File: config.mk
export PLATFORM = sky130hd
export DESIGN_NAME = cpsr_cond_stage
export DESIGN_NICKNAME = d
export VERILOG_FILES = /design/src/rtl/cpsr_cond_stage.sv
export SDC_FILE = /design/constraint.sdc
export NUM_CORES = 1
export LEC_CHECK = 0
export BUFFER_PORTS_ARGS = -buffer_cell sky130_fd_sc_hd__buf_2
export CORE_UTILIZATION = 44
export DETAILED_ROUTE_END_ITERATION = 6
export HOLD_SLACK_MARGIN = 0.05
export PLACE_DENSITY_LB_ADDON = 0.05
export SETUP_SLACK_MARGIN = 0.02
export SYNTH_ARGS = -nofsm -noshare
export SYNTH_HDL_FRONTEND = slang
export SYNTH_SLANG_ARGS = --single-unit
File: constraint.sdc
create_clock -name clk -period 2 [get_ports clk]
set_clock_uncertainty 0.05 [all_clocks]
set_input_delay 0.1 -clock clk [delete_from_list [all_inputs] [get_ports clk]]
set_output_delay 0.1 -clock clk [all_outputs]
set_load 0.005 [all_outputs]
File: src/rtl/cpsr_cond_stage.sv
// cpsr_cond_stage: execute-commit stage behind the 32-bit ALU.
// Holds the architectural NZCV flags and evaluates ARM condition codes
// against them. Commits ALU flags on S-bit or compare instructions, and
// emits surviving results through a one-entry valid/ready buffer.
module cpsr_cond_stage #(
  parameter int CNT_W = 16
) (
  input  logic             clk,
  input  logic             rst_n,
  input  logic             in_valid,
  output logic             in_ready,
  input  logic [3:0]       cond,
  input  logic             set_flags,
  input  logic [3:0]       opcode,
  input  logic [31:0]      alu_result,
  input  logic [3:0]       alu_flags,
  input  logic             shifter_carry,
  input  logic [3:0]       rd,
  input  logic             write_en,
  output logic             carry_to_alu,
  output logic [3:0]       nzcv,
  output logic             out_valid,
  input  logic             out_ready,
  output logic [31:0]      out_result,
  output logic [3:0]       out_rd,
  output logic             out_we,
  output logic [CNT_W-1:0] retire_cnt,
  output logic [CNT_W-1:0] squash_cnt
);

  typedef struct packed {
    logic [31:0] result;
    logic [3:0]  rd;
    logic        we;
  } wb_t;

  wb_t  buf_q;
  logic pass, accept, emit, squash, upd;
  logic cmp_cls, logic_cls;
  logic fn, fz, fc, fv;
  logic [3:0] nzcv_nxt;

  assign {fn, fz, fc, fv} = nzcv;

  // The buffer can take a new entry when it is empty or draining this cycle.
  assign in_ready = !out_valid | out_ready;
  assign accept   = in_valid & in_ready;
  assign emit     = accept & pass;
  assign squash   = accept & !pass;

  // TST/TEQ/CMP/CMN occupy 8..B; logical ops take C from the shifter.
  assign cmp_cls   = (opcode[3:2] == 2'b10);
  assign logic_cls = (opcode[3:1] == 3'b000) | (opcode[3:2] == 2'b11) |
                     (opcode[3:1] == 3'b100);
  assign upd       = emit & (set_flags | cmp_cls);

  // Condition evaluation on the committed flags.
  always_comb begin
    pass = 1'b0;
    case (cond)
      4'h0: pass = fz;
      4'h1: pass = !fz;
      4'h2: pass = fc;
      4'h3: pass = !fc;
      4'h4: pass = fn;
      4'h5: pass = !fn;
      4'h6: pass = fv;
      4'h7: pass = !fv;
      4'h8: pass = fc & !fz;
      4'h9: pass = !fc | fz;
      4'hA: pass = (fn == fv);
      4'hB: pass = (fn != fv);
      4'hC: pass = !fz & (fn == fv);
      4'hD: pass = fz | (fn != fv);
      4'hE: pass = 1'b1;
      default: pass = 1'b0;
    endcase
  end

  // Next flag value: N/Z always from the ALU; C/V depend on op class.
  always_comb begin
    nzcv_nxt[3:2] = alu_flags[3:2];
    nzcv_nxt[1]   = logic_cls ? shifter_carry : alu_flags[1];
    nzcv_nxt[0]   = logic_cls ? fv            : alu_flags[0];
  end

  // Architectural flag register.
  always_ff @(posedge clk or negedge rst_n) begin
    if (!rst_n)   nzcv <= 4'b0000;
    else if (upd) nzcv <= nzcv_nxt;
  end

  assign carry_to_alu = fc;

  // One-entry output buffer; emit wins over drain so throughput is 1/cycle.
  always_ff @(posedge clk or negedge rst_n) begin
    if (!rst_n) begin
      out_valid <= 1'b0;
      buf_q     <= '0;
    end else if (emit) begin
      out_valid <= 1'b1;
      buf_q     <= '{result: alu_result, rd: rd, we: write_en & !cmp_cls};
    end else if (out_ready) begin
      out_valid <= 1'b0;
    end
  end

  assign out_result = buf_q.result;
  assign out_rd     = buf_q.rd;
  assign out_we     = buf_q.we;

  // Saturating retire/squash counters.
  always_ff @(posedge clk or negedge rst_n) begin
    if (!rst_n) begin
      retire_cnt <= '0;
      squash_cnt <= '0;
    end else begin
      if (emit && retire_cnt != {CNT_W{1'b1}})
        retire_cnt <= retire_cnt + CNT_W'(1);
      if (squash && squash_cnt != {CNT_W{1'b1}})
        squash_cnt <= squash_cnt + CNT_W'(1);
    end
  end

endmodule

==> out/metrics.yaml <==
status: "complete, but fails checks"
violations: "setup timing"
synth_edf_count: 0
fill_cells: 529
r2r-start: "nzcv[1]$_DFFE_PN0P_"
hold_path_depth: 3
maxCapViolCount: 0
multi_input_area_um2: 1760
layout_common_cells: "buf_2, dfrtp_1, dlygate4sd3_1"
syn-cell-area_um2: 3400
report.final.slew_viol_count: 0
clockRootBuffer: "clkbuf_8"
area_delta_synth_final_pct: 58.1
whs_endpoint: "nzcv[1]$_DFFE_PN0P_"
cts_tree: "done"
synthSimpleGateAreaFrac: 0.162
gp_congestion: 0.776
drt-initial-drc-count: 83
fin_nets: 546
relSlewSlack: 0.680
grt_antenna_before_repair: 0
max_stage_delay_ns: 0.57
drc: 0
fin_crit_sh: 1.12
layout_commonest_cell: "buf_2"
hold_viol: 0
ir_drop_mv: 0.677
cp_top_family: "simple AND/OR/NAND/NOR gates"
synth_ff_type: "dfrtp_1"
grt_pass1_vias: 3085
crit_path_max_fanout: 9
coreArea_um2: 7370
setup_viol: 63
dieArea_um2: 8090
setup_tns_ns: -8.65
via_per_inst: 5.10
synth_top_family_by_area: "simple AND/OR/NAND/NOR gates"
ant_nets: 0
num_vias: 3022
rr_worst_depth: 6
yosysSeqAreaShare: 0.544
min_path_type: "in2reg"
end_kind: "flop"
synth-seq-cells: 74
grt_pass1_wl_mm: 14.8
r2r-end: "retire_cnt[4]$_DFFE_PN0P_"
worstPathCellList: "or2b_1 > o21ai_0 > o311ai_4 > and4_4 > or4_1 > xnor2_2"
cts_sinks: 74
first_pass_iters: 4
htreeDepth: 3
drive_above_1_share: 0.524
worstSetupPathDepth: 6
gr-total-overflow: 0
avgRoutedWirePerCell_um: 15.5
cts_buffers: 9
wirelength_mm: 9.17
critPathKind: "reg2reg"
fp-row-count: 31
clock.fmax_ghz: 0.448
numPortBuffers: 129
worstMarginPinSlew_ns: 0.480
grt_max_degree: 63
worst_path_max_delay_cell: "or4_1"
path_clk_slew_ns: 0.08
worst_slack_ns: -0.231
track_usage: 0.230
clk_latency_ns: 0.35
antenna_cells: 0
clk_path_buf_depth: 2
worst_ep_required_time_ns: 2.17
hp-start: "shifter_carry"
startpoint_type: "flop"
synth_compound_area_frac: 0.0210
p_per_area_nw_per_um2: 1170
synth_cell_type_count: 39
reg2reg_slack_ns: -0.23
syn_nets: 336
worst_ep_arrival_time_ns: 2.40
ys_async_sr_fraction: 1.00
hpwl_mm: 5.69
register_area_um2: 1850
synth.area.mux_share: 0.155
holdWs_ns: 0.0691
fp.dieW_um: 89.9
synth_warnings: 0
postSynthAreaPerCell_um2: 12.2
die_h_um: 89.9
fin_crit_ns: 2.23
synth_xor_area_frac: 0.0842
synth_cells: 279
cp.buffers_inverters: 0
boundaryPins: 131
start_util: 0.462
p_leak_uw: 0.00269
rsz0062_at_grt: "yes"
synth_fa_ha_area_frac: 0.00736
## synth_stat cells (all sizes together) (2+ instances only)
cell type | n | area (um2)
dfrtp | 74 | 1850
mux2 | 45 | 507
xnor2 | 22 | 208
nand3 | 18 | 90.1
nand2 | 14 | 55.1
nand4 | 14 | 87.6
and3 | 13 | 81.3
nor2 | 11 | 41.3
xor2 | 9 | 78.8
buf | 8 | 62.6
nor3 | 8 | 40.0
o21ai | 7 | 35.0
clkbuf | 4 | 16.3
or4 | 4 | 37.5
and4 | 3 | 28.8
inv | 3 | 11.3
a21oi | 2 | 10.0
and2 | 2 | 12.5
ha | 2 | 25.0
mux2i | 2 | 20.0
nand2b | 2 | 12.5
nand3b | 2 | 15.0
nor4 | 2 | 12.5
or3 | 2 | 12.5
## worst max-delay path by stage
stage,start,endpoint,slack (ns)
2_1_floorplan,nzcv[3]$_DFFE_PN0P_,out_result[10]$_DFFE_PN0P_,-0.13
3_3_place_gp,nzcv[0]$_DFFE_PN0P_,out_result[8]$_DFFE_PN0P_,-0.12
3_5_place_dp,nzcv[0]$_DFFE_PN0P_,out_rd[3]$_DFFE_PN0P_,-0.16
4_1_cts,nzcv[3]$_DFFE_PN0P_,out_result[25]$_DFFE_PN0P_,-0.16
5_1_grt,nzcv[0]$_DFFE_PN0P_,out_result[10]$_DFFE_PN0P_,-0.30
6_report,nzcv[1]$_DFFE_PN0P_,retire_cnt[4]$_DFFE_PN0P_,-0.23
## flip-flops by register name, indices dropped and copies added (netlist names)
register and flops:
squash_cnt 16, out_rd 4, nzcv 4, out_we 1
retire_cnt 16, out_valid 1, out_result 32
## timing repair
item / CTS / global route
buffers inserted: 5 / 0
endpoints found under the hold margin: 115 / 0
cloned: 0 / 1
gates resized for setup: 37 / 25
endpoints found under the setup margin: 66 / 74
pin swaps: 2 / 6
hold buffers: 43 / 0
## through the flow
step | setup slack (ns) | cells | power, uW | instance area (um2) | util
floorplan | -0.129 | 279 | 3540 | 3450 | -
global placement | -0.117 | 528 | 4580 | 4440 | 0.602
detailed placement | -0.160 | 528 | 4660 | 4440 | 0.602
CTS | -0.159 | 592 | 6090 | 5230 | 0.710
global route | -0.302 | 593 | 6650 | 5380 | 0.730
finish | -0.231 | 593 | 6290 | 5380 | 0.730
## layer usage
| layer | wire (um) | GRT usage | vias up |
|---|---|---|---|
| met5 | 0 | 0 | - |
| met4 | 156 | 0.0739 | 0 |
| met3 | 458 | 0.0584 | 21 |
| met2 | 4530 | 0.385 | 110 |
| met1 | 4030 | 0.292 | 1467 |
| li1 | - | - | 1424 |
## power breakdown
group | internal, uW | switching (uW) | total, uW | leakage, uW
clock | 453 | 600 | 1050 | 0.0000827
combinational | 1680 | 1090 | 2770 | 0.00170
sequential | 2060 | 411 | 2470 | 0.000912
total | 4190 | 2110 | 6290 | 0.00269
## worst min-delay path, stage by stage
cell,delay (ns)
buf_2,0.07
mux2_2,0.13
mux2_2,0.13
## cell families after synthesis
group                      after synthesis
adders and majority gates                2
xor gates and xnor gates                31
AOI/OAI and AO/OA                       12
muxes                                   47
buffers and inverters                   15
DFF                                     74
and+or+nand+nor                         98
## final cells by class
class,instances,area share
clock buffer,10,0.0237
clock inverter,6,0.00791
inverter,3,0.00209
multi-input combinational,190,0.326
sequential,74,0.344
tap,99,0.0230
timing repair buffer,211,0.273
Power figures use the tool's default switching activity.
